`config.mk`:
```
export PLATFORM = sky130hd
export DESIGN_NAME = pipeline_ctrl_flat
export DESIGN_NICKNAME = d
export VERILOG_FILES = /design/src/rtl/pipeline_ctrl_if.sv /design/src/rtl/pipeline_ctrl.sv /design/src/flat_wrapper.sv
export SDC_FILE = /design/constraint.sdc
export NUM_CORES = 1
export LEC_CHECK = 0
export CAP_MARGIN = 20
export CORE_ASPECT_RATIO = 0.5
export CORE_UTILIZATION = 30
export CTS_CLUSTER_SIZE = 40
export DETAILED_ROUTE_END_ITERATION = 10
export SYNTH_ARGS = -nofsm -noshare
export SYNTH_HDL_FRONTEND = slang
export SYNTH_SLANG_ARGS = --single-unit
export TNS_END_PERCENT = 5
```
`constraint.sdc`:
```
create_clock -name clk_50MHz -period 5.6 [get_ports clk_50MHz]
set_input_delay 0.84 -clock clk_50MHz [delete_from_list [all_inputs] [get_ports clk_50MHz]]
set_output_delay 0.84 -clock clk_50MHz [all_outputs]
set_load 0.05 [all_outputs]
```
`src/rtl/pipeline_ctrl_if.sv`:
```
// Memory-side bus of the pipeline sequencer: IF fetch request, MEM load/store
// request, and the shared single-port SRAM. The slave modport is the
// sequencer itself; the master modport is its environment (pipeline + SRAM).
interface pipeline_ctrl_if;
    // IF stage fetch
    logic        if_req;
    logic [15:0] if_addr;
    logic [15:0] if_inst;
    logic        if_valid;
    // MEM stage load/store
    logic        mem_rd;
    logic        mem_wr;
    logic [15:0] mem_addr;
    logic [15:0] mem_wdata;
    logic [15:0] mem_rdata;
    // shared SRAM port
    logic [15:0] ram_addr;
    logic [15:0] ram_wdata;
    logic [15:0] ram_rdata;
    logic        ram_oe;
    logic        ram_we;

    modport master (
        output if_req, if_addr, mem_rd, mem_wr, mem_addr, mem_wdata, ram_rdata,
        input  if_inst, if_valid, mem_rdata, ram_addr, ram_wdata, ram_oe, ram_we
    );

    modport slave (
        input  if_req, if_addr, mem_rd, mem_wr, mem_addr, mem_wdata, ram_rdata,
        output if_inst, if_valid, mem_rdata, ram_addr, ram_wdata, ram_oe, ram_we
    );
endinterface

```
`src/rtl/pipeline_ctrl.sv`:
```
// Pipeline sequencer and single-port SRAM arbiter for the 5-stage CPU.
// MEM accesses win over instruction fetches; each access lasts RAM_WAIT+1
// cycles and the SRAM strobes are decoded from registered state only.
// Optional feature: define PIPELINE_PERF_CNT_EN to build the two 16-bit
// stall performance counters; otherwise both counter ports read 0x0000.
module pipeline_ctrl #(
    parameter int unsigned RAM_WAIT = 1   // extra wait cycles per access, 0..7
) (
    input  logic                 clk_50MHz,
    input  logic                 rst,
    pipeline_ctrl_if.slave       bus,
    input  logic                 id_rs_en,
    input  logic                 id_rt_en,
    input  logic [3:0]           id_rs_addr,
    input  logic [3:0]           id_rt_addr,
    input  logic                 ex_load,
    input  logic [3:0]           ex_wb_addr,
    input  logic                 branch_taken,
    output logic                 stall_pc,
    output logic                 stall_if_id,
    output logic                 stall_id_ex,
    output logic                 stall_ex_mem,
    output logic                 bubble_id_ex,
    output logic                 bubble_mem_wb,
    output logic                 flush_if_id,
    output logic [15:0]          perf_mem_stall,
    output logic [15:0]          perf_lu_stall
);

    typedef enum logic [1:0] {S_IDLE, S_DATA, S_INST} state_t;

    localparam logic [2:0]  WAIT_LAST = RAM_WAIT[2:0];
    localparam logic [15:0] NOP_INST  = 16'h0800;

    state_t      state_q, state_d;
    logic [2:0]  cnt_q, cnt_d;
    logic        kill_q, kill_d;
    logic        d_we_q, d_we_d;          // latched MEM direction: 1 = store
    logic [15:0] d_addr_q, d_addr_d;
    logic [15:0] d_wdata_q, d_wdata_d;
    logic [15:0] f_addr_q, f_addr_d;
    logic [15:0] if_inst_q, if_inst_d;
    logic        if_valid_q, if_valid_d;
    logic [15:0] mem_rdata_q, mem_rdata_d;

    logic mem_req;
    logic mem_done;
    logic if_done;
    logic mem_stall;
    logic if_stall;
    logic lu;
    logic br;

    assign mem_req  = bus.mem_rd | bus.mem_wr;
    assign mem_done = (state_q == S_DATA) && (cnt_q == WAIT_LAST);
    assign if_done  = (state_q == S_INST) && (cnt_q == WAIT_LAST);

    // Hazard terms and pipeline register controls
    always_comb begin
        mem_stall = mem_req & ~mem_done;
        if_stall  = bus.if_req & ~if_done;
        lu        = ex_load & ((id_rs_en & (ex_wb_addr == id_rs_addr)) |
                               (id_rt_en & (ex_wb_addr == id_rt_addr)));
        br        = branch_taken & ~mem_stall & ~lu;

        stall_ex_mem  = mem_stall;
        stall_id_ex   = mem_stall;
        bubble_mem_wb = mem_stall;
        stall_if_id   = mem_stall | lu;
        bubble_id_ex  = lu & ~mem_stall;
        // an accepted branch always redirects the PC, even mid-fetch
        stall_pc      = mem_stall | lu | (if_stall & ~br);
        flush_if_id   = ~mem_stall & ~lu & (br | if_stall | (if_done & kill_q));
    end

    // Arbiter next-state, request latching and result capture
    always_comb begin
        // NOTE: every variable gets a default here so no path leaves one unassigned (no latch).
        state_d     = state_q;
        d_we_d      = d_we_q;
        d_addr_d    = d_addr_q;
        d_wdata_d   = d_wdata_q;
        f_addr_d    = f_addr_q;
        if_inst_d   = if_inst_q;
        if_valid_d  = 1'b0;
        mem_rdata_d = mem_rdata_q;

        unique case (state_q)
            S_IDLE: begin
                if (mem_req) begin
                    state_d   = S_DATA;
                    d_we_d    = bus.mem_wr;
                    d_addr_d  = bus.mem_addr;
                    d_wdata_d = bus.mem_wdata;
                end else if (bus.if_req) begin
                    state_d  = S_INST;
                    f_addr_d = bus.if_addr;
                end
            end
            S_DATA: begin
                if (mem_done) begin
                    if (!d_we_q) mem_rdata_d = bus.ram_rdata;
                    if (bus.if_req) begin
                        state_d  = S_INST;
                        f_addr_d = bus.if_addr;
                    end else begin
                        state_d = S_IDLE;
                    end
                end
            end
            S_INST: begin
                // a fetch in flight always runs to completion
                if (if_done) begin
                    if_inst_d  = bus.ram_rdata;
                    if_valid_d = ~kill_q;
                    if (mem_req) begin
                        state_d   = S_DATA;
                        d_we_d    = bus.mem_wr;
                        d_addr_d  = bus.mem_addr;
                        d_wdata_d = bus.mem_wdata;
                    end else begin
                        state_d = S_IDLE;
                    end
                end
            end
            default: state_d = S_IDLE;
        endcase

        // wait counter restarts on every state entry
        if (state_d != state_q || state_q == S_IDLE) cnt_d = 3'd0;
        else                                         cnt_d = cnt_q + 3'd1;

        // a branch accepted mid-fetch marks that fetch as wrong-path
        if (if_done)                          kill_d = 1'b0;
        else if (br && state_q == S_INST)     kill_d = 1'b1;
        else                                  kill_d = kill_q;
    end

    // State and datapath registers with synchronous reset
    always_ff @(posedge clk_50MHz) begin
        // NOTE: sequential state uses <= so all flops update from pre-edge values.
        if (rst) begin
            state_q     <= S_IDLE;
            cnt_q       <= 3'd0;
            kill_q      <= 1'b0;
            d_we_q      <= 1'b0;
            d_addr_q    <= 16'h0000;
            d_wdata_q   <= 16'h0000;
            f_addr_q    <= 16'h0000;
            if_inst_q   <= NOP_INST;
            if_valid_q  <= 1'b0;
            mem_rdata_q <= 16'h0000;
        end else begin
            state_q     <= state_d;
            cnt_q       <= cnt_d;
            kill_q      <= kill_d;
            d_we_q      <= d_we_d;
            d_addr_q    <= d_addr_d;
            d_wdata_q   <= d_wdata_d;
            f_addr_q    <= f_addr_d;
            if_inst_q   <= if_inst_d;
            if_valid_q  <= if_valid_d;
            mem_rdata_q <= mem_rdata_d;
        end
    end

    // SRAM strobes decoded from registered state only (Moore)
    always_comb begin
        bus.ram_addr  = 16'h0000;
        bus.ram_wdata = 16'h0000;
        bus.ram_oe    = 1'b0;
        bus.ram_we    = 1'b0;
        unique case (state_q)
            S_DATA: begin
                bus.ram_addr = d_addr_q;
                if (d_we_q) begin
                    bus.ram_we    = 1'b1;
                    bus.ram_wdata = d_wdata_q;
                end else begin
                    bus.ram_oe = 1'b1;
                end
            end
            S_INST: begin
                bus.ram_addr = f_addr_q;
                bus.ram_oe   = 1'b1;
            end
            default: ;
        endcase
    end

    assign bus.if_inst   = if_inst_q;
    assign bus.if_valid  = if_valid_q;
    assign bus.mem_rdata = mem_rdata_q;

`ifdef PIPELINE_PERF_CNT_EN
    logic [15:0] perf_mem_q, perf_mem_d;
    logic [15:0] perf_lu_q, perf_lu_d;

    // Stall counters, wrapping at 16 bits
    always_comb begin
        perf_mem_d = perf_mem_q + (mem_stall ? 16'd1 : 16'd0);
        perf_lu_d  = perf_lu_q + ((lu & ~mem_stall) ? 16'd1 : 16'd0);
    end

    // Counter registers, cleared by reset
    always_ff @(posedge clk_50MHz) begin
        if (rst) begin
            perf_mem_q <= 16'h0000;
            perf_lu_q  <= 16'h0000;
        end else begin
            perf_mem_q <= perf_mem_d;
            perf_lu_q  <= perf_lu_d;
        end
    end

    assign perf_mem_stall = perf_mem_q;
    assign perf_lu_stall  = perf_lu_q;
`else
    assign perf_mem_stall = 16'h0000;
    assign perf_lu_stall  = 16'h0000;
`endif

endmodule
```
`src/flat_wrapper.sv`:
```
// flat-port wrapper written by rule: the top's interface ports become plain ports
module pipeline_ctrl_flat 
#(
    parameter int unsigned RAM_WAIT = 1                                        
)
  (clk_50MHz, rst, id_rs_en, id_rt_en, id_rs_addr, id_rt_addr, ex_load, ex_wb_addr, branch_taken, stall_pc, stall_if_id, stall_id_ex, stall_ex_mem, bubble_id_ex, bubble_mem_wb, flush_if_id, perf_mem_stall, perf_lu_stall, bus_if_req, bus_if_addr, bus_mem_rd, bus_mem_wr, bus_mem_addr, bus_mem_wdata, bus_ram_rdata, bus_if_inst, bus_if_valid, bus_mem_rdata, bus_ram_addr, bus_ram_wdata, bus_ram_oe, bus_ram_we);
  pipeline_ctrl_if bus_i ();
  input  logic clk_50MHz;
  input  logic rst;
  input  logic id_rs_en;
  input  logic id_rt_en;
  input  logic [3:0] id_rs_addr;
  input  logic [3:0] id_rt_addr;
  input  logic ex_load;
  input  logic [3:0] ex_wb_addr;
  input  logic branch_taken;
  output logic stall_pc;
  output logic stall_if_id;
  output logic stall_id_ex;
  output logic stall_ex_mem;
  output logic bubble_id_ex;
  output logic bubble_mem_wb;
  output logic flush_if_id;
  output logic [15:0] perf_mem_stall;
  output logic [15:0] perf_lu_stall;
  input wire logic [$bits(bus_i.if_req)-1:0] bus_if_req;
  input wire logic [$bits(bus_i.if_addr)-1:0] bus_if_addr;
  input wire logic [$bits(bus_i.mem_rd)-1:0] bus_mem_rd;
  input wire logic [$bits(bus_i.mem_wr)-1:0] bus_mem_wr;
  input wire logic [$bits(bus_i.mem_addr)-1:0] bus_mem_addr;
  input wire logic [$bits(bus_i.mem_wdata)-1:0] bus_mem_wdata;
  input wire logic [$bits(bus_i.ram_rdata)-1:0] bus_ram_rdata;
  output wire logic [$bits(bus_i.if_inst)-1:0] bus_if_inst;
  output wire logic [$bits(bus_i.if_valid)-1:0] bus_if_valid;
  output wire logic [$bits(bus_i.mem_rdata)-1:0] bus_mem_rdata;
  output wire logic [$bits(bus_i.ram_addr)-1:0] bus_ram_addr;
  output wire logic [$bits(bus_i.ram_wdata)-1:0] bus_ram_wdata;
  output wire logic [$bits(bus_i.ram_oe)-1:0] bus_ram_oe;
  output wire logic [$bits(bus_i.ram_we)-1:0] bus_ram_we;
  assign bus_i.if_req = bus_if_req;
  assign bus_i.if_addr = bus_if_addr;
  assign bus_i.mem_rd = bus_mem_rd;
  assign bus_i.mem_wr = bus_mem_wr;
  assign bus_i.mem_addr = bus_mem_addr;
  assign bus_i.mem_wdata = bus_mem_wdata;
  assign bus_i.ram_rdata = bus_ram_rdata;
  assign bus_if_inst = bus_i.if_inst;
  assign bus_if_valid = bus_i.if_valid;
  assign bus_mem_rdata = bus_i.mem_rdata;
  assign bus_ram_addr = bus_i.ram_addr;
  assign bus_ram_wdata = bus_i.ram_wdata;
  assign bus_ram_oe = bus_i.ram_oe;
  assign bus_ram_we = bus_i.ram_we;
  pipeline_ctrl #(.RAM_WAIT(RAM_WAIT)) u_core (.clk_50MHz(clk_50MHz), .rst(rst), .bus(bus_i), .id_rs_en(id_rs_en), .id_rt_en(id_rt_en), .id_rs_addr(id_rs_addr), .id_rt_addr(id_rt_addr), .ex_load(ex_load), .ex_wb_addr(ex_wb_addr), .branch_taken(branch_taken), .stall_pc(stall_pc), .stall_if_id(stall_if_id), .stall_id_ex(stall_id_ex), .stall_ex_mem(stall_ex_mem), .bubble_id_ex(bubble_id_ex), .bubble_mem_wb(bubble_mem_wb), .flush_if_id(flush_if_id), .perf_mem_stall(perf_mem_stall), .perf_lu_stall(perf_lu_stall));
endmodule
```
Word level (Yosys, flattened, before mapping)
Cells that the tools add are included.
{"block": "word_totals", "input_bits": 85, "wordCells": 87, "reg_bits": 88, "output_inout_bits": 106}
{"block": "op_classes", "n_addsub": 1, "n_mux": 27, "n_reduce_logical": 14, "bitwise_logic": 26, "n_eq_ne": 9}
{"operator": "16-bit 2-to-1 mux", "count": 9}
{"operator": "16-bit case mux with 2 select lines", "count": 4}
{"operator": "1-bit bitwise AND", "count": 12}
{"operator": "2-bit 2-to-1 mux", "count": 5}
{"operator": "4-bit == test", "count": 2}
{"operator": "1-bit NOT", "count": 8}
{"operator": "1-bit 2-to-1 mux", "count": 6}
{"operator": "1-bit bitwise OR", "count": 6}
{"operator": "2-bit case mux with 3 select lines", "count": 1}
{"operator": "3-bit AND reduction", "count": 2}
{"operator": "2-bit by 1-bit != test with 1-bit output, second input constant", "count": 2}
{"operator": "1-bit case mux with 2 select lines", "count": 2}
{"operator": "2-bit AND reduction", "count": 2}
{"operator": "2-bit nonzero test", "count": 2}
{"operator": "2-bit OR reduction", "count": 2}
{"operator": "3-bit by 1-bit adder with 3-bit output, second input constant", "count": 1}
{"operator": "3-bit by 1-bit == test with 1-bit output, second input constant", "count": 1}
{"operator": "1-bit logical AND", "count": 3}
{"operator": "3-bit OR reduction", "count": 1}
{"operator": "2-bit by 1-bit == test with 1-bit output, second input constant", "count": 1}
{"operator": "2-bit == test, second input constant", "count": 1}
{"operator": "2-bit logical NOT", "count": 1}
{"operator": "2-bit != test", "count": 1}
{"operator": "2-bit != test, second input constant", "count": 1}
{"operator": "1-bit logical OR", "count": 1}

Longest topological paths before layout
Gate-level depths: netlist of run 1.
{"block": "depth", "depth_word": 10, "mapped_depth": 9, "ltp_nobuf": 7}

Least setup slack after synthesis of run 1
Ideal clock, no wire load.
{"block": "synth_timing", "path_kind": "input port to output port", "from": "input ex_wb_addr[3]", "to": "output flush_if_id", "path_slack_ns": 2.154, "required_ns": 4.760, "stages": 5, "path_buffers": 0, "arrival_time_ns": 2.606, "path_cell_list": "xor2_1 > nor3_1 > nand4_1 > nand3_1 > a31oi_1"}
{"block": "synth_between", "elab_chain_cells": 9, "word_cells_on_any_way": 12, "cone_classes": "2 x eq/ne; 10 x bitwise"}
{"element": "start, declared", "line": "flat_wrapper.sv:15", "source": "input logic [3:0] ex_wb_addr;"}
{"element": "4-bit == test, on equally long branches", "line": "pipeline_ctrl.sv:62, pipeline_ctrl.sv:63"}
{"element": "1-bit bitwise AND, on equally long branches", "line": "pipeline_ctrl.sv:62, pipeline_ctrl.sv:63"}
{"element": "1-bit bitwise OR (*)", "line": "pipeline_ctrl.sv:62", "source": "lu = ex_load & ((id_rs_en & (ex_wb_addr == id_rs_addr)) |"}
{"element": "1-bit bitwise AND (*)", "line": "pipeline_ctrl.sv:62"}
{"element": "1-bit NOT (*)", "line": "pipeline_ctrl.sv:64, pipeline_ctrl.sv:73"}
{"element": "1-bit bitwise AND", "line": "pipeline_ctrl.sv:64", "source": "br = branch_taken & ~mem_stall & ~lu;"}
{"element": "1-bit bitwise OR (2 in series)", "line": "pipeline_ctrl.sv:73", "source": "flush_if_id = ~mem_stall & ~lu & (br | if_stall | (if_done & kill_q));"}
{"element": "1-bit bitwise AND (*)", "line": "pipeline_ctrl.sv:73"}
{"element": "end, declared", "line": "flat_wrapper.sv:23", "source": "output logic flush_if_id;"}
Mark *: on every way between the ends. The rest lies on a longest branch, timed or not.

Worst setup path in the final report of run 1
{"block": "layout_timing", "from": "input ex_wb_addr[0]", "to": "output stall_pc"}
{"block": "layout_between", "elab_chain_cells": 9, "word_cells_on_any_way": 12, "cone_classes": "2 x eq/ne; 10 x bitwise"}
{"element": "4-bit == test, on equally long branches", "line": "pipeline_ctrl.sv:62, pipeline_ctrl.sv:63"}
{"element": "1-bit bitwise AND, on equally long branches", "line": "pipeline_ctrl.sv:62, pipeline_ctrl.sv:63"}
{"element": "1-bit bitwise OR (*)", "line": "pipeline_ctrl.sv:62"}
{"element": "1-bit bitwise AND (*)", "line": "pipeline_ctrl.sv:62"}
{"element": "1-bit NOT", "line": "pipeline_ctrl.sv:64"}
{"element": "1-bit bitwise AND", "line": "pipeline_ctrl.sv:64"}
{"element": "1-bit NOT", "line": "pipeline_ctrl.sv:72", "source": "stall_pc = mem_stall | lu | (if_stall & ~br);"}
{"element": "1-bit bitwise AND", "line": "pipeline_ctrl.sv:72"}
{"element": "1-bit bitwise OR (*)", "line": "pipeline_ctrl.sv:72"}
{"element": "end, declared", "line": "flat_wrapper.sv:17", "source": "output logic stall_pc;"}
Marked as above.

==> flow_summary.toml, run 1 <==
[synthesis]
synth_flop_cell = "dfxtp_1"
ys_ff_latch = 88
yosysWarnings = 0
synth_top_cell_by_area = "dfxtp_1"
synth_edf_count = 0
synth_cells = 505
yosysSeqAreaShare_pct = 43.1
synth_top_area_share_pct = 43.1
ys_async_sr_fraction_pct = 0
syn_avg_cell_area_um2 = 8.09
netlist_area_um2 = 4090
synth.area.top_cells = "dfxtp_1 (43%), nand2_1 (12%), a21oi_1 (8.2%)"
synth_cell_types = 42

[grt]
grt_usage_pct = 16.2
grt_first_pass_wirelength_um = 18300
antenna_found_initial = 0
grt_max_degree = 53
grt_pass1_vias = 3658
gr-total-overflow = 0

[clock_tree]
postCtsResizedCells = 0
cts-htree-levels = 3
cts.sinks = 88
insertion_delay_ns = 0.33
post_cts_buffers = 0
cts_buffers = 9
cts_tree = "built"
cts-root-buf = "clkbuf_16"
clock_path_buffers = 2
clk_pin_slew_ns = 0.06
ctsHoldBuffers = 0

[layout]
drive_above_1_share_pct = 5.38
antennaDiodeCount = 0
nNetsFinal = 736
synthToLayoutAreaGrowth_pct = 45.0
nFillCells = 1299

[power_and_ir_drop]
power_frac_clock_pct = 35.3
switching_power_w = 0.000502
p_leak_nw = 2.32
cellPowerDensity_nw_per_um2 = 270
comb_power_share_pct = 22.0
pwr-share-seq_pct = 42.7
vdd_drop_max_v = 0.000155
p_sw_share_pct = 31.3
intPower_w = 0.00110

[sta]
rsz0062_at_grt = "no"
hold_violations = 0
finalClockSkew_ns = 0.00808
max_slew.worst_pin.slew_ns = 1.03
period_share_pct = 67.7
finalSetupViolCount = 0
min_period_ns = 3.79
max_freq_ghz = 0.264
finalSetupTns_ns = 0
setup_ws_ns = 1.81
maxSlewHeadroom_pct = 31.1
drv_slew = 0

[placement]
dp_slack_ns = 1.83
port_buffers = 158
place.gp.congestion = 0.784
hpwl_um = 7840

[setup_path]
cp-end-kind = "output pin"
reg2reg_slack_ns = 3.10
worstSetupPathType = "primary input to output pin"
reg2reg_depth = 9
critPathMaxFanout = 3
worstReg2RegEnd = "u_core.d_wdata_q[0]"
cp-start-kind = "primary input"
worstPathRequired_ns = 4.76
crit-reg2reg-launch = "u_core.state_q[0]"
worstPathArrival_ns = 2.95

[routing]
drtIter0Drc = 151
drc = 0
final_antenna_net_count = 0
wl_um = 11300
viasPerCell = 4.58
vias = 3753
wl_per_cell_um = 13.8
drt-pass1-iter-count = 4

[floorplanning]
die_w_um = 167
io_pins = 191
start_util_pct = 31.5
coreArea_um2 = 13000
rows = 29
die_h_um = 84.5
die_area_um2 = 14100

[worst_hold_path]
holdPathStages = 2
min_path_type = "flip-flop to flip-flop"
hp-start = "u_core.d_wdata_q[9]"
whs_endpoint = "u_core.d_wdata_q[9]"

[status]
status = "finished clean"

[flow_run]
drv_cap = 0
## per-stage QoR
| stage | util, % | power [W] | instances | hold WS (ns) | instance area, um^2 |
|---|---|---|---|---|---|
| 6_report | 45.6 | 0.00160 | 820 | 0.452 | 5930 |
| 5_1_grt | 45.6 | 0.00168 | 820 | 0.469 | 5930 |
| 4_1_cts | 45.6 | 0.00162 | 820 | 0.452 | 5930 |
| 3_5_place_dp | 43.5 | 0.00105 | 804 | 0.442 | 5640 |
| 3_3_place_gp | 43.5 | 0.00105 | 804 | 0.434 | 5640 |
| 2_1_floorplan | - | 0.000944 | 536 | 0.421 | 4200 |
## Yosys cell counts (2+ instances only)
| library cell | number |
|---|---|
| ha_1 | 6 |
| a31oi_1 | 2 |
| a22oi_1 | 16 |
| nor2_1 | 21 |
| nor2_2 | 2 |
| xnor2_1 | 3 |
| o21a_1 | 2 |
| nand3b_1 | 2 |
| xor2_1 | 6 |
| inv_1 | 8 |
| a41oi_2 | 2 |
| nand2_1 | 134 |
| mux2i_1 | 16 |
| o22ai_1 | 2 |
| nand4_1 | 2 |
| and3_1 | 17 |
| buf_2 | 9 |
| dfxtp_1 | 88 |
| clkbuf_1 | 21 |
| nor2b_1 | 18 |
| a21oi_1 | 67 |
| o21ai_1 | 2 |
| nor3_1 | 6 |
| buf_4 | 35 |
## per-layer routing
layer | share of wire (%) | vias up | GRT usage [%]
met3 | 3.4 | 6 | 3.49
li1 | - | 1889 | -
met5 | 0 | - | 0
met2 | 49 | 112 | 29.2
met1 | 47 | 1746 | 20.0
met4 | 0.57 | 0 | 3.11
## placed cells by master (no fill, tap or decap), types with 2 or more instances in the layout
cell	n
clkdlybuf4s50_1	157
nand2_1	134
dfxtp_1	88
a21oi_1	67
conb_1	32
nor2_1	21
nor2b_1	18
and3_1	17
a22oi_1	16
mux2i_1	16
clkbuf_16	9
inv_1	8
buf_4	7
xor2_1	6
nor3_1	6
ha_1	6
xnor2_1	3
clkinvlp_4	3
o21a_1	2
o21ai_1	2
nand4_1	2
nand3b_1	2
a31oi_1	2
nor2_2	2
o22ai_1	2
a41oi_2	2
## layout make-up
type                            instances  area (um^2)  area share [%]
Multi-Input combinational cell        373         2010            33.9
Sequential cell                        88         1760            29.7
Timing Repair Buffer                  165         1630            27.5
Clock buffer                            9          225            3.80
Tap cell                              170          213            3.59
Clock inverter                          7         56.3           0.950
Inverter                                8         30.0           0.507
## worst max-delay path, cell delays in order
cell and delay (ns):
clkdlybuf4s50_1 0.45, xor2_1 0.18, nor3_1 0.20, nand4_1 0.17, nand3_1 0.18, a31o_1 0.12, clkdlybuf4s50_1 0.80
## worst max path at each step
stage	from	to	slack, ns	cells after the start
3_5_place_dp	ex_wb_addr[0]	stall_pc	1.83	7
3_3_place_gp	ex_wb_addr[0]	stall_pc	1.84	7
2_1_floorplan	ex_wb_addr[3]	flush_if_id	2.15	5
4_1_cts	ex_wb_addr[0]	stall_pc	1.82	7
5_1_grt	ex_wb_addr[0]	stall_pc	1.67	7
6_report	ex_wb_addr[0]	stall_pc	1.81	7
## state kept, by name (all words and copies together), names as in the netlist
signal,count
u_core.bus.if_valid,1
u_core.d_we_q,1
u_core.cnt_q,3
u_core.bus.if_inst,16
u_core.bus.mem_rdata,16
u_core.f_addr_q,16
u_core.d_wdata_q,16
u_core.kill_q,1
u_core.state_q,2
u_core.d_addr_q,16
## power groups by stage
stage,clock [W],sequential [W],combinational [W]
finish,0.000566,0.000683,0.000353
global route,0.000610,0.000687,0.000380
CTS,0.000584,0.000683,0.000355
detailed placement,0,0.000697,0.000354
global placement,0,0.000696,0.000353
floorplan,0,0.000699,0.000244
## cells by family after synthesis
group / count (synthesis) / share of synthesized area [%]
XOR/XNOR: 9 / 1.93
AO/OA/AOI/OAI: 100 / 15.5
AND/OR/NAND/NOR: 210 / 23.1
flip-flops: 88 / 43.1
other: 1 / 0.0917
buffers and inverters: 75 / 10.6
multiplexers: 16 / 3.92
adder cells (fa/ha/maj): 6 / 1.84
No activity file was read; power rests on OpenSTA's default activity.
==> run 2: changes to the inputs <==
clock period = 3.2 ns   (was 5.6 ns; I/O delays follow)
==> run 2 against run 1 <==
Against the previous run:
- design area grew 1.3%
- via count grew 1.3%
- non-clock buffer count grew 2
- sequential cell count is the same
- register-to-register slack lost 2.3 ns
- wire length grew 0.75%
- clock-buffer cell count is the same
- critical path type is now flip-flop to output pin
- highest routed layer unchanged
==> flow_summary.toml, run 2 (synthesized netlist as in run 1, its figures left out) <==
[status]
status = "finished clean"

[setup_path]
worstSetupPathType = "flip-flop to output pin"
cp-start-kind = "flip-flop"
crit-reg2reg-launch = "u_core.state_q[0]"
crit_path_start = "u_core.state_q[1]"
worstPathArrival_ns = 2.25
worstPathRequired_ns = 2.72
crit_chain = "inv_1 -> ha_1 -> nand3b_4 -> o21ai_1 -> nand3_1 -> a31oi_1 -> buf_12"
max_stage_delay_ns = 0.42
cp-end-kind = "output pin"
critPathMaxFanout = 10
cp_slowest_cell = "ha_1"

[sta]
rsz0062_at_grt = "no"
max_freq_ghz = 0.366
finalSetupViolCount = 0
drv_slew = 0
min_period_ns = 2.73
hold_violations = 0
max_slew.worst_pin.slew_ns = 0.743
period_share_pct = 85.4
finalSetupTns_ns = 0
finalClockSkew_ns = 0.00945
maxSlewHeadroom_pct = 50.4

[layout]
nNetsFinal = 738
final_cell_area_um2 = 6000
drive_above_1_share_pct = 12.0
layout_common_cells = "nand2_1 (134), clkdlybuf4s50_1 (116), dfxtp_1 (88), a21oi_1 (67), buf_4 (37)"
mostFrequentLayoutCell = "nand2_1"
antennaDiodeCount = 0
synthToLayoutAreaGrowth_pct = 46.8

[grt]
antenna_found_initial = 0
grt_pass1_vias = 3512
gr-total-overflow = 0
grt_usage_pct = 16.1
grt_first_pass_wirelength_um = 17900
grt_max_degree = 57

[worst_hold_path]
hp-start = "u_core.bus.if_inst[2]"
min_path_type = "flip-flop to flip-flop"

[routing]
drc = 0
drtIter0Drc = 190
drt-pass1-iter-count = 4
viasPerCell = 4.62
top_layer_used = "met4"
met3WireLength_um = 586
wl_met2_um = 5560
drt-met1-wl_um = 5120
final_antenna_net_count = 0
wl_per_cell_um = 13.9
wl_um = 11400
vias = 3801

[placement]
hpwl_um = 7880
place.gp.congestion = 0.741
post_dp_cell_area_um2 = 5720
port_buffers = 158

[flow_run]
drv_cap = 0

[clock_tree]
insertion_delay_ns = 0.34
clock_path_buffers = 2
cts-htree-levels = 3
clk_pin_slew_ns = 0.07
cts_tree = "built"
cts-root-buf = "clkbuf_16"
postCtsResizedCells = 0
post_cts_buffers = 0
ctsHoldBuffers = 0
cts_buffers = 9
cts.sinks = 88

[floorplanning]
die_h_um = 84.5
io_pins = 191
rows = 29
die_area_um2 = 14100
start_util_pct = 31.5
die_w_um = 167
coreArea_um2 = 13000

[power_and_ir_drop]
p_leak_nw = 2.45
cellPowerDensity_nw_per_um2 = 472
vdd_drop_max_v = 0.000231
## run 2: cell count changes in the layout (fill, tap and decap cells not counted), sizes merged
cell | previous run | this run
clkdlybuf4s50 | 157 | 116
clkinv | 2 | 4
buf | 8 | 51
clkinvlp | 3 | 1
## run 2: cell type report
class,count,area [um^2]
clock buffers,9,225
clock inverters,7,56.3
fillers,1251,6990
inverters,8,30.0
multi-input cells,373,2010
flip-flops and latches,88,1760
well taps,170,213
repair buffers,167,1700
## run 2: worst paths after layout
check	to	slack, ns	depth (start not counted)
hold reg to reg	u_core.bus.if_inst[2]	0.45	2
setup / recovery	flush_if_id	0.47	7
hold / removal	u_core.bus.if_inst[2]	0.45	2
setup reg to reg	u_core.d_wdata_q[10]	0.80	9
## run 2: critical path, delay by kind of cell (launching register included)
kind | cells | cell delay (ns)
AO/OA/AOI/OAI | 2 | 0.45
adder cells (fa/ha/maj) | 1 | 0.42
flip-flops | 1 | 0.40
AND/OR/NAND/NOR | 2 | 0.34
buffers and inverters | 2 | 0.30
## run 2: per-stage QoR
step | instances | utilization (%) | power (W) | setup slack (ns) | hold WS, ns
2_1_floorplan | 536 | - | 0.00165 | 0.235 | 0.421
3_3_place_gp | 806 | 44.0 | 0.00184 | 0.747 | 0.435
3_5_place_dp | 806 | 44.0 | 0.00185 | 0.725 | 0.444
4_1_cts | 822 | 46.2 | 0.00286 | 0.442 | 0.453
5_1_grt | 822 | 46.2 | 0.00296 | 0.254 | 0.469
6_report | 822 | 46.2 | 0.00283 | 0.468 | 0.452
## run 2: metal layers
layer	vias up	GRT usage [%]
li1	1893	-
met1	1789	19.9
met2	111	27.5
met3	8	4.24
met4	0	4.97
met5	-	0
## run 2: report_power, final
part	internal, W	switching (W)	total (W)
clock	0.000535	0.000470	0.00100
combinational	0.000242	0.000388	0.000630
sequential	0.00116	0.0000381	0.00120
==> run 3: changes to the inputs <==
clock period = 2.85 ns   (was 3.2 ns; I/O delays follow)
==> run 3 against run 2 <==
Against the previous run:
- combinational power is 18% higher
- sequential share of layout area fell by 1.6 points
- critical endpoint is now bus_ram_addr[9]
- cell count increased by 0.12%
- critical path type unchanged
- highest routed layer unchanged
- worst setup slack worse by 0.13 ns
- power rose by 17%
==> flow_summary.toml, run 3 (synthesized netlist as in run 1, its figures left out) <==
[layout]
layout_common_cells = "nand2_1 (134), clkdlybuf4s50_1 (116), dfxtp_1 (88), a21oi_1 (67), buf_12 (38)"
multi_input_area_um2 = 2020
antennaDiodeCount = 0
final_util_pct = 48.9
final_cell_area_um2 = 6350
drive_above_1_share_pct = 12.3
mostFrequentLayoutCell = "nand2_1"
synthToLayoutAreaGrowth_pct = 55.4
nNetsFinal = 739
seq_area_um2 = 1760
nFillCells = 1255

[sta]
finalSetupTns_ns = 0
max_freq_ghz = 0.398
hold_violations = 0
drv_slew = 0
min_period_ns = 2.51
finalClockSkew_ns = 0.00768
maxSlewHeadroom_pct = 51.7
whs_ns = 0.451
max_slew.worst_pin.slew_ns = 0.724
rsz0062_at_grt = "no"
period_share_pct = 88.1
setup_ws_ns = 0.339
finalSetupViolCount = 0

[clock_tree]
ctsHoldBuffers = 0
clk_pin_slew_ns = 0.06
cts_tree = "built"
cts.sinks = 88
clock_path_buffers = 2
cts-root-buf = "clkbuf_16"
insertion_delay_ns = 0.34
postCtsResizedCells = 0
cts-htree-levels = 3
cts_buffers = 9
post_cts_buffers = 0

[placement]
port_buffers = 158
hpwl_um = 8210
dp_slack_ns = 0.500
post_dp_cell_area_um2 = 6050
place.gp.congestion = 0.776

[floorplanning]
start_util_pct = 31.5
coreArea_um2 = 13000
die_area_um2 = 14100
die_h_um = 84.5
io_pins = 191
die_w_um = 167
rows = 29

[routing]
vias = 3766
drt-pass1-iter-count = 4
drtIter0Drc = 165
wl_per_cell_um = 14.2
final_antenna_net_count = 0
viasPerCell = 4.58
wl_um = 11700
drc = 0

[power_and_ir_drop]
pwr-share-seq_pct = 40.6
cellPowerDensity_nw_per_um2 = 520
comb_power_share_pct = 22.5
p_sw_share_pct = 30.2
switching_power_w = 0.00100
vdd_drop_max_v = 0.000291
p_leak_nw = 2.53
power_frac_clock_pct = 36.9
intPower_w = 0.00231

[setup_path]
worst-path-buf-inv = 2
worstPathArrival_ns = 2.08
crit_chain = "inv_1 -> ha_1 -> nor2b_1 -> buf_12"
cp_slowest_cell = "ha_1"
critPathMaxFanout = 17
cp-start-kind = "flip-flop"
reg2reg_depth = 9
worstPathRequired_ns = 2.42
max_stage_delay_ns = 0.63
worstSetupPathType = "flip-flop to output pin"
critPathTopFamily = "adder cells"
cp-end-kind = "output pin"
path_depth = 4

[grt]
globalRouteMet1Util_pct = 21.6
grt_pass1_vias = 3799
gr-total-overflow = 0
grt_first_pass_wirelength_um = 19300
globalRouteMet2Util_pct = 29.5
met3_usage_pct = 4.29
grt_usage_pct = 17.2
busiest_layer = "met2"
grt_max_degree = 41
antenna_found_initial = 0

[worst_hold_path]
min_path_type = "flip-flop to flip-flop"
holdPathStages = 2

[status]
status = "finished clean"

[flow_run]
drv_cap = 0
==> run 3: changes by cell type in the layout (fill, tap and decap cells not counted) <==
| cell | previous run | this run |
|---|---|---|
| bufinv_16 | 0 | 1 |
| a31oi_1 | 2 | 1 |
| clkinv_4 | 3 | 1 |
| inv_6 | 2 | 1 |
| buf_12 | 13 | 38 |
| a31oi_2 | 0 | 1 |
| buf_4 | 37 | 13 |
| clkbuf_8 | 0 | 1 |
| clkinvlp_4 | 1 | 2 |
==> run 3: per-layer routing <==
layer  vias up  wire, um
met4         0       121
met5         -         0
met1      1752      5490
met3        10       475
met2       109      5570
li1       1895         -
==> run 3: final cells by class <==
| class | instances | share of cell area (%) |
|---|---|---|
| Clock buffer | 10 | 3.76 |
| Clock inverter | 6 | 1.06 |
| Inverter | 8 | 0.473 |
| Multi-Input combinational cell | 373 | 31.8 |
| Sequential cell | 88 | 27.7 |
| Tap cell | 170 | 3.35 |
| Timing Repair Buffer | 168 | 31.9 |
==> run 3: tightest hold or removal path: stages, from the launching register on <==
cell,delay (ns)
dfxtp_1,0.31
nand2_1,0.05
a21oi_1,0.05
==> run 3: path summary, 6_finish.rpt <==
| kind | startpoint | end | slack [ns] |
|---|---|---|---|
| setup / recovery | u_core.state_q[1] | bus_ram_addr[9] | 0.34 |
| hold / removal | u_core.d_wdata_q[13] | u_core.d_wdata_q[13] | 0.45 |
| setup reg to reg | u_core.state_q[0] | u_core.d_addr_q[4] | 0.64 |
| hold reg to reg | u_core.d_wdata_q[13] | u_core.d_wdata_q[13] | 0.45 |
==> run 3: power by group through the flow <==
stage | clock network [W] | logic [W] | registers, W
finish | 0.00122 | 0.000743 | 0.00134
detailed placement | 0 | 0.000745 | 0.00137
CTS | 0.00125 | 0.000748 | 0.00134
floorplan | 0 | 0.000481 | 0.00137
global placement | 0 | 0.000741 | 0.00137
global route | 0.00131 | 0.000802 | 0.00135
==> run 3: stage by stage <==
step                      power [W]  cells
final                       0.00331    823
after global routing        0.00346    823
after CTS                   0.00334    823
after detailed placement    0.00212    807
after global placement      0.00211    807
after floorplan             0.00186    536
